==> src/rtl/scrambler_pkg.sv <==
// Shared definitions for the scramble sequencer: FSM encoding, default
// parameters, the mode-to-depth table and the swap-legality rule.
package scrambler_pkg;

  typedef enum logic [2:0] {
    IDLE,
    SCRAMBLE,
    ISSUE_S,
    PLAY,
    ISSUE_U,
    CHECK,
    SOLVED
  } state_t;

  localparam int         NUM_POS_DEFAULT   = 6;
  localparam logic [7:0] LFSR_SEED_DEFAULT = 8'hA5;
  localparam int         CNT_W             = 6;

  function automatic logic [CNT_W-1:0] depth_for_mode(input logic [1:0] mode);
    case (mode)
      2'b00:   return 6'd4;
      2'b01:   return 6'd8;
      2'b10:   return 6'd16;
      default: return 6'd32;
    endcase
  endfunction

  function automatic logic pair_legal(input logic [2:0] a, input logic [2:0] b,
                                      input int num_pos);
    return (int'(a) < num_pos) && (int'(b) < num_pos) && (a != b);
  endfunction

endpackage

==> src/rtl/lfsr8.sv <==
// Free-running 8-bit Fibonacci LFSR, x^8+x^6+x^5+x^4+1, loaded with seed_i on
// reset; exposes the two 3-bit fields used as candidate swap positions.
module lfsr8 (
  input  logic       clk,
  input  logic       rst,
  input  logic [7:0] seed_i,
  output logic [2:0] a_o,
  output logic [2:0] b_o
);

  logic [7:0] lfsr_q;
  logic [7:0] lfsr_d;

  assign lfsr_d = {lfsr_q[6:0], lfsr_q[7] ^ lfsr_q[5] ^ lfsr_q[4] ^ lfsr_q[3]};

  always_ff @(posedge clk or posedge rst) begin
    if (rst) lfsr_q <= seed_i;
    else     lfsr_q <= lfsr_d;
  end

  assign a_o = lfsr_q[2:0];
  assign b_o = lfsr_q[5:3];

endmodule

==> src/rtl/scramble_sequencer.sv <==
// Game sequencer: scrambles the arrangement with random legal swaps, then
// relays user swaps to the datapath and detects the solved condition.
module scramble_sequencer
  import scrambler_pkg::*;
#(
  parameter int         NUM_POS   = NUM_POS_DEFAULT,
  parameter logic [7:0] LFSR_SEED = LFSR_SEED_DEFAULT
) (
  input  logic       clk,
  input  logic       rst,
  input  logic       start,
  input  logic       change,
  input  logic [1:0] mode,
  input  logic [2:0] pi1,
  input  logic [2:0] pi2,
  input  logic       is_correct,
  input  logic       swap_ready,
  output logic       swap_valid,
  output logic [2:0] swap_a,
  output logic [2:0] swap_b,
  output logic       busy,
  output logic       solved,
  output logic       illegal,
  output logic [7:0] move_count
);

  state_t           state_q, state_d;
  logic             start_q, change_q;
  logic [CNT_W-1:0] target_q, target_d;
  logic [CNT_W-1:0] count_q, count_d;
  logic             extra_q, extra_d;
  logic [2:0]       swap_a_q, swap_a_d, swap_b_q, swap_b_d;
  logic             illegal_q, illegal_d;
  logic [7:0]       move_count_q, move_count_d;
  logic [2:0]       rnd_a, rnd_b;
  logic             start_edge, change_edge, go_scramble, target_met;

  lfsr8 u_lfsr (
    .clk    (clk),
    .rst    (rst),
    .seed_i (LFSR_SEED),
    .a_o    (rnd_a),
    .b_o    (rnd_b)
  );

  assign start_edge  = start & ~start_q;
  assign change_edge = change & ~change_q;
  assign go_scramble = start_edge &&
                       (state_q == IDLE || state_q == PLAY || state_q == SOLVED);
  assign target_met  = (count_q >= target_q);

  always_comb begin
    state_d      = state_q;
    target_d     = target_q;
    count_d      = count_q;
    extra_d      = extra_q;
    swap_a_d     = swap_a_q;
    swap_b_d     = swap_b_q;
    illegal_d    = 1'b0;
    move_count_d = move_count_q;
    case (state_q)
      SCRAMBLE: begin
        // is_correct is only judged on the first cycle after the target is met;
        // a pending extra swap keeps searching regardless of it.
        if (target_met && !extra_q && !is_correct) begin
          state_d = PLAY;
        end else begin
          if (target_met && !extra_q) extra_d = 1'b1;
          if (pair_legal(rnd_a, rnd_b, NUM_POS)) begin
            swap_a_d = rnd_a;
            swap_b_d = rnd_b;
            state_d  = ISSUE_S;
          end
        end
      end
      ISSUE_S: if (swap_ready) begin
        count_d = (count_q == '1) ? count_q : count_q + 1'b1;
        extra_d = 1'b0;
        state_d = SCRAMBLE;
      end
      PLAY: if (change_edge) begin
        if (pair_legal(pi1, pi2, NUM_POS)) begin
          swap_a_d = pi1;
          swap_b_d = pi2;
          state_d  = ISSUE_U;
        end else begin
          illegal_d = 1'b1;
        end
      end
      ISSUE_U: if (swap_ready) begin
        move_count_d = (move_count_q == 8'hFF) ? move_count_q : move_count_q + 8'd1;
        state_d      = CHECK;
      end
      CHECK:   state_d = is_correct ? SOLVED : PLAY;
      default: ;
    endcase
    // A start edge overrides whatever PLAY decided for a simultaneous change.
    if (go_scramble) begin
      state_d      = SCRAMBLE;
      target_d     = depth_for_mode(mode);
      count_d      = '0;
      extra_d      = 1'b0;
      illegal_d    = 1'b0;
      move_count_d = '0;
    end
  end

  always_ff @(posedge clk or posedge rst) begin
    if (rst) begin
      state_q      <= IDLE;
      start_q      <= 1'b0;
      change_q     <= 1'b0;
      target_q     <= '0;
      count_q      <= '0;
      extra_q      <= 1'b0;
      swap_a_q     <= '0;
      swap_b_q     <= '0;
      illegal_q    <= 1'b0;
      move_count_q <= '0;
    end else begin
      state_q      <= state_d;
      start_q      <= start;
      change_q     <= change;
      target_q     <= target_d;
      count_q      <= count_d;
      extra_q      <= extra_d;
      swap_a_q     <= swap_a_d;
      swap_b_q     <= swap_b_d;
      illegal_q    <= illegal_d;
      move_count_q <= move_count_d;
    end
  end

  assign swap_valid = (state_q == ISSUE_S) || (state_q == ISSUE_U);
  assign swap_a     = swap_a_q;
  assign swap_b     = swap_b_q;
  assign busy       = (state_q == SCRAMBLE) || (state_q == ISSUE_S);
  assign solved     = (state_q == SOLVED);
  assign illegal    = illegal_q;
  assign move_count = move_count_q;

endmodule

==> config.mk <==
export PLATFORM = sky130hd
export DESIGN_NAME = scramble_sequencer
export DESIGN_NICKNAME = d
export VERILOG_FILES = /design/src/rtl/scrambler_pkg.sv /design/src/rtl/lfsr8.sv /design/src/rtl/scramble_sequencer.sv
export SDC_FILE = /design/constraint.sdc
export NUM_CORES = 1
export LEC_CHECK = 0
export BUFFER_PORTS_ARGS = -buffer_cell sky130_fd_sc_hd__buf_2
export CELL_PAD_IN_SITES_DETAIL_PLACEMENT = 1
export CELL_PAD_IN_SITES_GLOBAL_PLACEMENT = 1
export CORE_AREA = 3 3 80 119
export CTS_CLUSTER_DIAMETER = 60
export CTS_CLUSTER_SIZE = 28
export DETAILED_ROUTE_END_ITERATION = 7
export DIE_AREA = 0 0 83 122
export GPL_ROUTABILITY_DRIVEN = 0
export PLACE_DENSITY = 0.54
export SYNTH_ARGS = -nofsm -noshare
export SYNTH_HDL_FRONTEND = slang
export SYNTH_SLANG_ARGS = --single-unit
==> constraint.sdc <==
create_clock -name clk -period 4.05 [get_ports clk]
set_input_delay 0.405 -clock clk [delete_from_list [all_inputs] [get_ports clk]]
set_output_delay 0.405 -clock clk [all_outputs]
set_load 0.01 [all_outputs]
# Word level (Yosys, flattened, before mapping)
# Index checks and enable logic that the tools add are counted.
word_totals:
  elab_cells: 113
  in_bits: 14
  register_bits: 41
  output_inout_bits: 18
op_classes:
  n_reduce_logical: 26
  n_addsub: 2
  order_cmp: 5
  n_eq_ne: 25
  n_mux: 37
  bitwise: 7
op_table:
  columns: ["cell", "count"]
  rows:
  - ["two-way mux 3 bit", 16]
  - ["two-way mux 8 bit", 4]
  - ["two-way mux 6 bit", 4]
  - ["case mux 6 bit (3 select lines)", 1]
  - ["inequality test 3 bit, second input constant", 5]
  - ["case mux 3 bit (5 select lines)", 1]
  - ["less-than comparator 3 bit, second input constant", 4]
  - ["case mux 3 bit (2 select lines)", 2]
  - ["inequality test 2 bit, second input constant", 5]
  - ["== test 3 bit, second input constant", 3]
  - ["adder 8 x 1 -> 8 bit, second input constant", 1]
  - ["== test 8 bit, second input constant", 1]
  - ["two-way mux 1 bit", 8]
  - ["nonzero test 2 bit", 4]
  - ["logical AND 1 bit", 7]
  - ["adder 6 x 1 -> 6 bit, second input constant", 1]
  - ["== test 3 x 2 -> 1 bit, second input constant", 2]
  - ["== test 6 bit, second input constant", 1]
  - ["greater-or-equal comparator 6 bit", 1]
  - ["inequality test 3 bit", 2]
  - ["AND reduction 3 bit", 2]
  - ["AND reduction 6 bit", 1]
  - ["nonzero test 6 bit", 1]
  - ["AND reduction 5 bit", 1]
  - ["16 further kinds", 24]

# Longest topological paths before layout
# Gate-level depths: netlist of the first run.
logic_depth:
  word_depth: 7
  mapped_depth: 8
  mapped_depth_nobuf: 8

# Worst setup path before layout of the first run
# OpenSTA, ideal clock, no wires.
synth_path:
  path_type: "register -> register"
  start: "reg count_q[3]"
  end: "reg swap_a_q[0], in the netlist swap_a[0]"
  path_buffers: 0
  synth_period_minus_slack_ps: 1985
  setup_slack_ps: 2065
  stages_incl_launch_ff: 8
  arrival_ps: 1860
  setup_time_ps: 125
  t_required_ps: 3925
  path_cell_list: "dfrtp_1 -> ha_1 -> o211ai_1 -> a31oi_1 -> o21ai_1 -> a31oi_4 -> nor2_4 -> mux2_4"
synth_via:
  elab_chain_len: 5
synth_rtl:
  columns: ["item", "line", "text"]
  rows:
  - ["start, declared", "scramble_sequencer.sv:30", "logic [CNT_W-1:0] count_q, count_d;"]
  - ["start signal, assigned", "scramble_sequencer.sv:125", "count_q <= count_d;"]
  - ["greater-or-equal comparator 6 bit", "scramble_sequencer.sv:50", "assign target_met = (count_q >= target_q);"]
  - ["logical AND 1 bit (2 in a row)", "scramble_sequencer.sv:65", "if (target_met && !extra_q && !is_correct) begin"]
  - ["inequality test 2 bit (no source line)", null, null]
  - ["AND reduction 5 bit (no source line)", null, null]
  - ["end signal, assigned", "scramble_sequencer.sv:127", "swap_a_q <= swap_a_d;"]
  - ["end, declared", "scramble_sequencer.sv:32", "logic [2:0] swap_a_q, swap_a_d, swap_b_q, swap_b_d;"]
# No other way between the ends.
# A chain may end at the register's enable or synchronous reset.

# Worst setup path after layout of the first run
layout_path:
  start: "reg state_q[0]"
  end: "reg count_q[0]"
layout_via:
  elab_chain_len: 6
  elab_cells_between_ends: 12
  classes_between: "4 x eq/ne; 1 x mux; 7 x reduce/logical"
layout_rtl:
  columns: ["item", "line", "text"]
  rows:
  - ["start, declared", "scramble_sequencer.sv:27", "state_t state_q, state_d;"]
  - ["start signal, assigned", "scramble_sequencer.sv:121", "state_q <= state_d;"]
  - ["== test 3 x 2 -> 1 bit or zero test 3 bit (tied branches)", "scramble_sequencer.sv:49", "(state_q == IDLE || state_q == PLAY || state_q == SOLVED);"]
  - ["logical OR 1 bit (2 in a row)", "scramble_sequencer.sv:49", null]
  - ["logical AND 1 bit", "scramble_sequencer.sv:48", "assign go_scramble = start_edge &&"]
  - ["inequality test 2 bit (no source line) or nonzero test 2 bit (tied branches)", null, null]
  - ["AND reduction 3 bit (no source line)", null, null]
# Several ways; a longest one is shown, not always the timed one.

==> key figures, run 1 <==
Worst setup path
  • Worst path cell trace: nand2b_1 > or2_1 > a21oi_4 > nor2_1 > mux2_2
  • Critical path arrival: 2440 ps
  • Cell with the largest stage delay on the worst path: a21oi_4
  • WS Path Type: flip-flop to flip-flop
  • Crit path max-delay family: simple AND/OR/NAND/NOR gates
  • Crit Path Max Fanout: 24
  • Crit. End Element: flip-flop
  • Flop2flop setup slack: around 1800 ps
  • Worst path buffer plus inverter count: 0
  • Worst Path Required: 4220 ps
  • Slowest stage delay, CP: 620 ps
  • Startpoint types: flip-flop

Final layout
  • Nets: 249
  • # diodes: 0
  • # fillers: slightly below 1k
  • Layout cells sized above 1: 0.271
  • Synth-to-layout area growth: 19.2%

Global route
  • Met1 usage in global routing: 0.108
  • Met3 global-route usage: 0.0257
  • Grt met2 use: 0.191
  • Most used routing layer: met2
  • Total grt overflow: 0
  • Gr usage total: 0.101
  • Antenna violations before repair: 0
  • Global-route wire length before repair: just over 8000 um
  • Largest net degree at the start of global routing: 40
  • Number of global-route vias before repair: ~1.6k

Timing
  • Setup WS post-layout: 1770 ps
  • Worst-Margin Slew: 687 ps
  • Final setup fails: 0
  • Final period utilization: 0.562
  • Final Skew: 3.95 ps
  • Post-Route Setup TNS: 0 ps
  • Fin crit period: 2280 ps
  • Max Fclk: 0.440 GHz
  • Final Max Slew Viols: 0
  • Final hold violations: 0
  • RSZ-0062 raised after global routing: no
  • Slew margin rel.: 0.541

Routing
  • Initial DRC count: 76
  • Final ANT Viol Nets: 0
  • Total routed wirelength: 4770 um
  • First drt pass iteration count: 4
  • Drt via density: 4.58
  • Via Count: about 1.5k
  • DRC: 0
  • DR WL/cell: 14.2 um

Placed design
  • DP Wirelength: 3660 um
  • Port bufs: 31
  • Pre-CTS WS: 1750 ps

Yosys
  • Flops & latches, synth: 39
  • Synth top area cells: dfrtp_1 41%, dfstp_2 5.0%, mux2_4 4.3%, ha_1 4.1%, nor2_1 4.1%
  • Async S/R FF share, synth: 1.00
  • Yosys top cell by area: dfrtp_1
  • Cell variety after synth: 49
  • Cells after Synth: 194
  • Mapped Nets: 215
  • Synthesized area: 0.00212 mm^2
  • Seq/Total Area, Yosys: 0.463
  • Main synth FF type: dfrtp_1
  • Warnings from Yosys: 0
  • Area share of the leading cell type in the synthesized netlist: 0.413
  • Syn avg cell area: 10.9 um^2
  • Post-synth EDFFs: 0

Pwr
  • Switching Share: 0.358
  • Sequential power share: 0.381
  • Net switching power: 0.506 mW
  • Clock share of power: 0.264
  • Comb power frac: 0.355
  • Int Pwr: 0.907 mW
  • Worst IR drop on VDD: between 0.2 and 0.25 mV
  • LEAKAGE: 1.21 nW
  • Pwr Density: 559 mW/mm^2

Hold path
  • Min-Delay Path Class: primary input to asynchronous set/reset pin

Clock network
  • Skew-Pair Late Insertion Delay: ~280 ps
  • TritonCTS clock tree: built
  • Hold buffers post-CTS: 0
  • Post-CTS Setup Repair Bufs: 0
  • Clock tree buffer depth: 2
  • Clock sink count: 39
  • Clk root buf: clkbuf_16
  • H-tree Lvls: 2
  • Cts bufs inserted: 5
  • Worst-path clk slew: 60 ps
  • Resized Gates After CTS: 0

Floorplan
  • Num ports: 32
  • Number of cell rows: 41
  • Die X-Extent: 83 um
  • Core area: approximately 0.0085 mm^2
  • Die Span Y: 122 um
  • Die area: a little over 0.01 mm^2
  • Starting Density: 0.249

Status
  • Status: finished clean

Job
  • Maxcap violations: 0
==> per-stage QoR <==
step	instance area [um^2]	utilization	hold WS [ps]	instances	total power, mW
after floorplan	2120	-	333	194	0.927
after global routing	2530	0.297	247	336	1.53
after global placement	2390	0.280	337	328	1.05
final	2530	0.297	235	336	1.41
after CTS	2530	0.297	241	336	1.45
after detailed placement	2390	0.280	345	328	1.06
==> worst paths after layout <==
path / depth (start not counted) / startpoint / endpoint
max reg2reg: 5 / state_q[0]$_DFFE_PP0P_ / count_q[0]$_DFFE_PP0P_
min: 3 / rst / move_count[2]$_DFFE_PP0P_
min reg2reg: 0 / u_lfsr.lfsr_q[6]$_DFF_PP0_ / u_lfsr.lfsr_q[7]$_DFF_PP1_
max: 5 / state_q[0]$_DFFE_PP0P_ / count_q[0]$_DFFE_PP0P_
min in group clk: 1 / change / change_q$_DFF_PP0_
max in group asynchronous: 3 / rst / u_lfsr.lfsr_q[0]$_DFF_PP1_
==> worst min-delay path, cell delays in order <==
cell   delay [ps]
buf_2          90
inv_1          40
buf_4         420
==> sequential cells by signal, summed over array words and instances, names as in the netlist <==
name / count
change_q: 1
illegal: 1
start_q: 1
swap_a: 3
u_lfsr.lfsr_q: 8
state_q: 3
count_q: 6
extra_q: 1
target_q: 4
swap_b: 3
move_count: 8
==> cell usage in the layout (no fill, tap or decap), types with 3 or more instances in the layout <==
| master | Yosys | layout |
|---|---|---|
| mux2_1 | 7 | 7 |
| dfrtp_1 | 35 | 35 |
| dfstp_2 | 4 | 4 |
| mux2_4 | 6 | 6 |
| clkbuf_16 | 0 | 5 |
| inv_1 | 10 | 10 |
| nor2_1 | 23 | 23 |
| xnor2_1 | 9 | 9 |
| nand3_1 | 5 | 5 |
| buf_2 | 4 | 31 |
| ha_1 | 7 | 7 |
| xor2_1 | 7 | 7 |
| and3_1 | 3 | 3 |
| a21oi_1 | 7 | 7 |
| o21ai_1 | 6 | 6 |
| nand2b_1 | 3 | 3 |
| o211ai_1 | 4 | 4 |
| nand2_1 | 13 | 13 |
==> power by group through the flow <==
stage	clock network [mW]	registers, mW	logic, mW
after CTS	0.388	0.540	0.518
after floorplan	0	0.520	0.406
after global routing	0.403	0.551	0.572
after detailed placement	0	0.547	0.516
after global placement	0	0.543	0.511
final	0.373	0.538	0.502
==> kinds of logic (layout without fill, tap and decap cells) <==
| kind of cell | Yosys count | after routing | share of synthesized area |
|---|---|---|---|
| fa+ha+maj | 7 | 7 | 0.0413 |
| simple gates | 65 | 65 | 0.167 |
| flops | 39 | 39 | 0.463 |
| mux | 16 | 16 | 0.0945 |
| xor+xnor | 16 | 16 | 0.0661 |
| buf+inv | 16 | 51 | 0.0325 |
| compound gates | 35 | 35 | 0.136 |
==> final cells by class <==
class	instances	area, um^2	area share
Sequential cell	39	981	0.388
Tap cell	107	134	0.0530
Inverter	11	41.3	0.0163
Clock buffer	7	133	0.0525
Clock inverter	1	5.00	0.00198
Multi-Input combinational cell	139	1070	0.423
Timing Repair Buffer	32	163	0.0644
==> cell usage after synthesis (3+ instances only) <==
cell	n
xnor2_1	9
o21ai_1	6
inv_1	10
dfrtp_1	35
nand2b_1	3
o211ai_1	4
mux2_1	7
xor2_1	7
ha_1	7
nor2_1	23
dfstp_2	4
mux2_4	6
and3_1	3
buf_2	4
a21oi_1	7
nand2_1	13
nand3_1	5
==> layer usage <==
layer,vias up,wire (um)
li1,744,-
met1,764,1940
met2,26,2620
met3,4,162
met4,0,53
met5,-,0
Note: power is estimated with default switching activity, not from simulation.
==> inputs of run 2 (changes only) <==
--- a/config.mk
+++ b/config.mk
@@ -5,16 +5,17 @@
 export SDC_FILE = /design/constraint.sdc
 export NUM_CORES = 1
 export LEC_CHECK = 0
+export ABC_AREA = 1
 export BUFFER_PORTS_ARGS = -buffer_cell sky130_fd_sc_hd__buf_2
 export CELL_PAD_IN_SITES_DETAIL_PLACEMENT = 1
 export CELL_PAD_IN_SITES_GLOBAL_PLACEMENT = 1
-export CORE_AREA = 3 3 80 119
+export CORE_AREA = 3 3 82 122
 export CTS_CLUSTER_DIAMETER = 60
 export CTS_CLUSTER_SIZE = 28
 export DETAILED_ROUTE_END_ITERATION = 7
-export DIE_AREA = 0 0 83 122
+export DIE_AREA = 0 0 85 125
 export GPL_ROUTABILITY_DRIVEN = 0
-export PLACE_DENSITY = 0.54
+export PLACE_DENSITY = 0.56
 export SYNTH_ARGS = -nofsm -noshare
 export SYNTH_HDL_FRONTEND = slang
 export SYNTH_SLANG_ARGS = --single-unit
==> constraint.sdc (replaced) <==
create_clock -name clk -period 2.35 [get_ports clk]
set_input_delay 0.235 -clock clk [delete_from_list [all_inputs] [get_ports clk]]
set_output_delay 0.235 -clock clk [all_outputs]
set_load 0.01 [all_outputs]
==> run 2 against run 1 <==
Against the previous run:
- register-to-register slack got worse by 1300 ps
- non-clock buffer count increased by 2
- fmax increased by 24%
- flip-flop and latch count unchanged
- cell area increased by 6.1%
- critical endpoint is now count_q[3]$_DFFE_PP0P_
==> key figures, run 2 <==
Status
  • Status: finished clean

Yosys
  • Yosys top cell by area: dfrtp_1
  • Async S/R FF share, synth: 1.00
  • Main synth FF type: dfrtp_1
  • Flops & latches, synth: 39
  • Cells after Synth: 288
  • Post-synth EDFFs: 0
  • Seq/Total Area, Yosys: 0.439
  • Warnings from Yosys: 0
  • Synth top area cells: dfrtp_1 39%, nand2_1 13%, nand3_1 7.4%, inv_1 6.9%, dfstp_2 4.7%
  • Commonest cells in the netlist: 75 x nand2_1, 41 x inv_1, 35 x dfrtp_1
  • Most common cell in the netlist: nand2_1
  • Mapped Nets: slightly above 300
  • Synthesized area: between 0.002 and 0.0025 mm^2
  • Syn avg cell area: 7.76 um^2
  • Area share of the leading cell type in the synthesized netlist: 0.392
  • Cell variety after synth: 29

Global route
  • Global-route wire length before repair: 10000 um
  • Largest net degree at the start of global routing: 40
  • Antenna violations before repair: 0
  • Gr usage total: 0.117
  • Total grt overflow: 0
  • Number of global-route vias before repair: around 2.1k

Timing
  • Final hold violations: 0
  • Final Max Slew Viols: 0
  • Max Fclk: between 0.5 and 0.6 GHz
  • Final Skew: 7.07 ps
  • Slew margin rel.: 0.651
  • Worst-Margin Slew: approximately 520 ps
  • Final period utilization: 0.778
  • Post-Route Setup TNS: 0 ps
  • Fin crit period: 1830 ps
  • Setup WS post-layout: 522 ps
  • RSZ-0062 raised after global routing: no
  • Final setup fails: 0

Worst setup path
  • Crit Path Max Fanout: 22
  • Slowest stage delay, CP: 510 ps
  • R2R depth: 8
  • Startpoint types: flip-flop
  • R2r endpoint: count_q[3]$_DFFE_PP0P_
  • Critical path arrival: 2010 ps
  • WS Path Type: flip-flop to flip-flop
  • Worst path cell trace: inv_2 > nand2_2 > and2_2 > nand3_4 > nand2_2 > nand2_1 > o21ai_0 > a21oi_1
  • Crit. End Element: flip-flop
  • Most common cell on crit path: nand2_2
  • Worst Path Required: 2530 ps
  • Worst R2R Start: state_q[1]$_DFFE_PP0P_
  • Cell with the largest stage delay on the worst path: dfrtp_1
  • Flop2flop setup slack: 520 ps

Clock network
  • Clk root buf: clkbuf_16
  • Hold buffers post-CTS: 0
  • Cts bufs inserted: 5
  • H-tree Lvls: 2
  • Resized Gates After CTS: 0
  • Skew-Pair Late Insertion Delay: slightly below 300 ps
  • Clock sink count: 39
  • TritonCTS clock tree: built
  • Worst-path clk slew: 60 ps
  • Clock tree buffer depth: 2
  • Post-CTS Setup Repair Bufs: 0

Final layout
  • Commonest non-fill, non-tap cell in the layout: nand2_1
  • Most frequent cells in the layout: 75 x nand2_1, 41 x inv_1, 35 x dfrtp_1, 33 x nand3_1, 31 x buf_2
  • Nets: 346
  • Layout cells sized above 1: 0.187
  • Finished Layout Cells: 436
  • Final Core Density: 0.298
  • Synth-to-layout area growth: 19.9%
  • # diodes: 0

Placed design
  • # placed instances: around 430
  • Port bufs: 31
  • DP Wirelength: 4610 um
  • Pre-CTS WS: 503 ps

Hold path
  • Hold Crit Depth: 1
  • Hold wc startpoint: start
  • Min-Delay Path Class: primary input to flip-flop
  • Worst hold endpoint: start_q$_DFF_PP0_

Floorplan
  • Die X-Extent: 85 um
  • Number of cell rows: 42
  • Num ports: 32
  • Die area: 0.0106 mm^2
  • Core area: 0.00899 mm^2
  • Die Span Y: 125 um
  • Starting Density: 0.249

Routing
  • Drt via density: 4.61
  • Via Count: 2010
  • Initial DRC count: 58
  • First drt pass iteration count: 4
  • DR WL/cell: 13.8 um
  • Final ANT Viol Nets: 0
  • DRC: 0
  • Total routed wirelength: 6010 um

Pwr
  • LEAKAGE: 1.39 nW
  • Pwr Density: 1110 mW/mm^2
  • Worst IR drop on VDD: 0.323 mV

Job
  • Maxcap violations: 0
## run 2: final cells by class
cell class / instances / area, um^2
clock buffer: 5 / 125
tap: 110 / 138
multi-input combinational: 200 / 1050
timing repair buffer: 34 / 178
fill: 1097 / 6300
inverter: 45 / 170
sequential: 39 / 981
clock inverter: 3 / 43.8
## run 2: worst max-delay path by stage
stage                           start                endpoint  slack [ps]  depth (start not counted)
5_1_grt        count_q[2]$_DFFE_PP0P_   swap_a[2]$_DFFE_PP0P_         340                         12
6_report       state_q[1]$_DFFE_PP0P_  count_q[3]$_DFFE_PP0P_         520                          8
2_1_floorplan  count_q[2]$_DFFE_PP0P_   swap_a[0]$_DFFE_PP0P_         810                         12
3_5_place_dp   state_q[1]$_DFFE_PP0P_  count_q[3]$_DFFE_PP0P_         500                          8
3_3_place_gp   count_q[2]$_DFFE_PP0P_   swap_a[2]$_DFFE_PP0P_         560                         12
4_1_cts        state_q[1]$_DFFE_PP0P_  count_q[3]$_DFFE_PP0P_         500                          8
## run 2: where the power goes
group | total, mW | switching, mW | leakage, nW | internal (mW)
Combinational | 1.19 | 0.784 | 0.795 | 0.401
Clock | 0.794 | 0.293 | 0.0838 | 0.501
Sequential | 0.991 | 0.151 | 0.509 | 0.840
## run 2: cells by family after synthesis
logic type	after synthesis	share of synthesized area
AOI/OAI and AO/OA	30	0.0716
xor gates and xnor gates	9	0.0353
adders and majority gates	7	0.0392
buffers and inverters	49	0.0934
DFF	39	0.439
and+or+nand+nor	154	0.322
## run 2: per-layer routing
layer / GRT usage / routed length [um]
met5: 0 / 0
met4: 0.0457 / 118
met3: 0.0250 / 206
met2: 0.222 / 3370
met1: 0.122 / 2310
## run 2: per-stage QoR
stage | area, um^2 | hold slack (ps) | power, mW
2_1_floorplan | 2240 | 266 | 1.83
3_3_place_gp | 2510 | 338 | 2.17
3_5_place_dp | 2510 | 344 | 2.21
4_1_cts | 2680 | 57.2 | 3.03
5_1_grt | 2680 | 61.4 | 3.24
6_report | 2680 | 63.3 | 2.97
## run 2: worst max-delay path: cells and delay by family (launching register included)
kind | cells | cell delay (ps)
DFF | 1 | 510
AOI/OAI and AO/OA | 2 | 210
buffers and inverters | 1 | 110
and+or+nand+nor | 5 | 900
==> inputs of run 3 (changes only) <==
==> constraint.sdc (replaced) <==
create_clock -name clk -period 1.85 [get_ports clk]
set_input_delay 0.185 -clock clk [delete_from_list [all_inputs] [get_ports clk]]
set_output_delay 0.185 -clock clk [all_outputs]
set_load 0.01 [all_outputs]
==> run 3 against run 2 <==
Against the previous run:
- clock skew about the same
- global-route usage fell by 0.12 points
- register-to-register slack got worse by 320 ps
- clock-buffer cell count up 1
- setup slack worse by 320 ps
- combinational power up 30%
- critical path type unchanged
- critical endpoint is now move_count[5]$_DFFE_PP0P_
- largest power group unchanged
==> key figures, run 3 (same netlist as run 2, synthesis figures left out) <==
Status
  • Status: finished clean

Floorplan
  • Die area: 0.0106 mm^2
  • Die Span Y: around 130 um
  • Starting Density: 0.249
  • Num ports: 32
  • Number of cell rows: 42
  • Die X-Extent: 85 um
  • Core area: 0.00899 mm^2

Routing
  • DR WL/cell: 13.3 um
  • Met3 WL post-DR: around 170 um
  • Drt via density: 4.54
  • Via Count: ~2.0k
  • Met2 WL: 3290 um
  • Final ANT Viol Nets: 0
  • Top routing layer in use: met4
  • DRC: 0
  • Initial DRC count: 56
  • Total routed wirelength: about 5800 um
  • First drt pass iteration count: 4
  • Met1 Routed Length: about 2300 um

Hold path
  • Min-Delay Path Class: primary input to asynchronous set/reset pin

Timing
  • Slew margin rel.: 0.652
  • Final Skew: 6.59 ps
  • Fin crit period: 1640 ps
  • Final setup fails: 0
  • Post-Route Setup TNS: 0 ps
  • Final Max Slew Viols: 0
  • Max Fclk: slightly above 0.6 GHz
  • Final period utilization: 0.888
  • Worst-Margin Slew: 522 ps
  • Final hold violations: 0
  • RSZ-0062 raised after global routing: no
  • Setup WS post-layout: 207 ps

Clock network
  • Cts bufs inserted: 5
  • Resized Gates After CTS: 0
  • Skew-Pair Late Insertion Delay: 280 ps
  • Hold buffers post-CTS: 0
  • Clk root buf: clkbuf_16
  • TritonCTS clock tree: built
  • H-tree Lvls: 2
  • Worst-path clk slew: about 60 ps
  • Clock tree buffer depth: 2
  • Post-CTS Setup Repair Bufs: 0
  • Clock sink count: 39

Worst setup path
  • Crit. End Element: flip-flop
  • WS Path Type: flip-flop to flip-flop
  • Startpoint types: flip-flop
  • Crit Path Max Fanout: 9
  • Slowest stage delay, CP: 380 ps
  • Most common cell on crit path: nand2_1
  • Critical path arrival: 1820 ps
  • Worst Path Required: around 2000 ps
  • Crit path max-delay family: simple AND/OR/NAND/NOR gates
  • Cell with the largest stage delay on the worst path: dfrtp_1
  • Worst path buffer plus inverter count: 1
  • Worst path cell trace: ha_1 > nand2_1 > inv_1 > nand3_1 > o21ai_2 > nand2_4 > nand3_1 > nand2_1 > nand2_1 > nor2_1

Global route
  • Gr usage total: 0.116
  • Total grt overflow: 0
  • Global-route wire length before repair: 9990 um
  • Antenna violations before repair: 0
  • Number of global-route vias before repair: 2112
  • Largest net degree at the start of global routing: 40

Final layout
  • Cell area after layout: 0.00274 mm^2
  • Finished Layout Cells: 439
  • Commonest non-fill, non-tap cell in the layout: nand2_1
  • Layout cells sized above 1: 0.204
  • Synth-to-layout area growth: 22.6%
  • # diodes: 0
  • Most frequent cells in the layout: 73 x nand2_1, 41 x inv_1, 35 x dfrtp_1, 32 x nand3_1, 31 x buf_2
  • Nets: 349

Pwr
  • Switching Share: 0.393
  • Int Pwr: 2.38 mW
  • Pwr Total: 3.92 mW
  • LEAKAGE: ~1.4 nW
  • Clock share of power: 0.287
  • Sequential power share: 0.318
  • Pwr Density: between 1000 and 1500 mW/mm^2
  • Comb power frac: 0.394
  • Net switching power: around 1.5 mW
  • Worst IR drop on VDD: 0.559 mV

Placed design
  • # placed instances: 431
  • DP Wirelength: around 4600 um
  • Port bufs: 31
  • Post-DP Area: 0.00253 mm^2
  • Pre-CTS WS: 66.7 ps

Job
  • Maxcap violations: 0
run 3: final timing paths:
kind / from / cells past startpoint / slack [ps] / to
min reg2reg: u_lfsr.lfsr_q[6]$_DFF_PP0_ / 0 / 350 / u_lfsr.lfsr_q[7]$_DFF_PP1_
max: move_count[0]$_DFFE_PP0P_ / 10 / 210 / move_count[5]$_DFFE_PP0P_
min in group clk: start / 1 / 20 / start_q$_DFF_PP0_
max reg2reg: move_count[0]$_DFFE_PP0P_ / 10 / 210 / move_count[5]$_DFFE_PP0P_
max in group asynchronous: rst / 3 / 1450 / u_lfsr.lfsr_q[0]$_DFF_PP1_
min: rst / 3 / 20 / u_lfsr.lfsr_q[6]$_DFF_PP0_
run 3: cell type report:
class / count / area (um^2)
inverters: 45 / 170
well taps: 110 / 138
fillers: 1103 / 6240
multi-input cells: 200 / 1060
flip-flops and latches: 39 / 981
repair buffers: 37 / 200
clock buffers: 6 / 129
clock inverters: 2 / 60.1
run 3: tightest hold or removal path: cells and delay by family:
kind	cells	cell delay [ps]
buf+inv	3	560
run 3: power by group through the flow:
stage | clock network [mW] | logic [mW] | registers, mW
finish | 1.13 | 1.55 | 1.25
global route | 1.20 | 1.80 | 1.28
CTS | 1.16 | 1.55 | 1.25
detailed placement | 0 | 1.54 | 1.27
global placement | 0 | 1.51 | 1.25
floorplan | 0 | 1.05 | 1.27
run 3: through the flow:
| step | util | hold WS [ps] |
|---|---|---|
| floorplan | - | 216 |
| global placement | 0.282 | 307 |
| detailed placement | 0.282 | 309 |
| CTS | 0.303 | 9.25 |
| global route | 0.305 | 19.1 |
| finish | 0.305 | 17.6 |
run 3: metal layers:
layer	global-route usage	vias to the layer above
li1	-	1005
met1	0.122	963
met2	0.222	21
met3	0.0263	6
met4	0.0363	0
met5	0	-
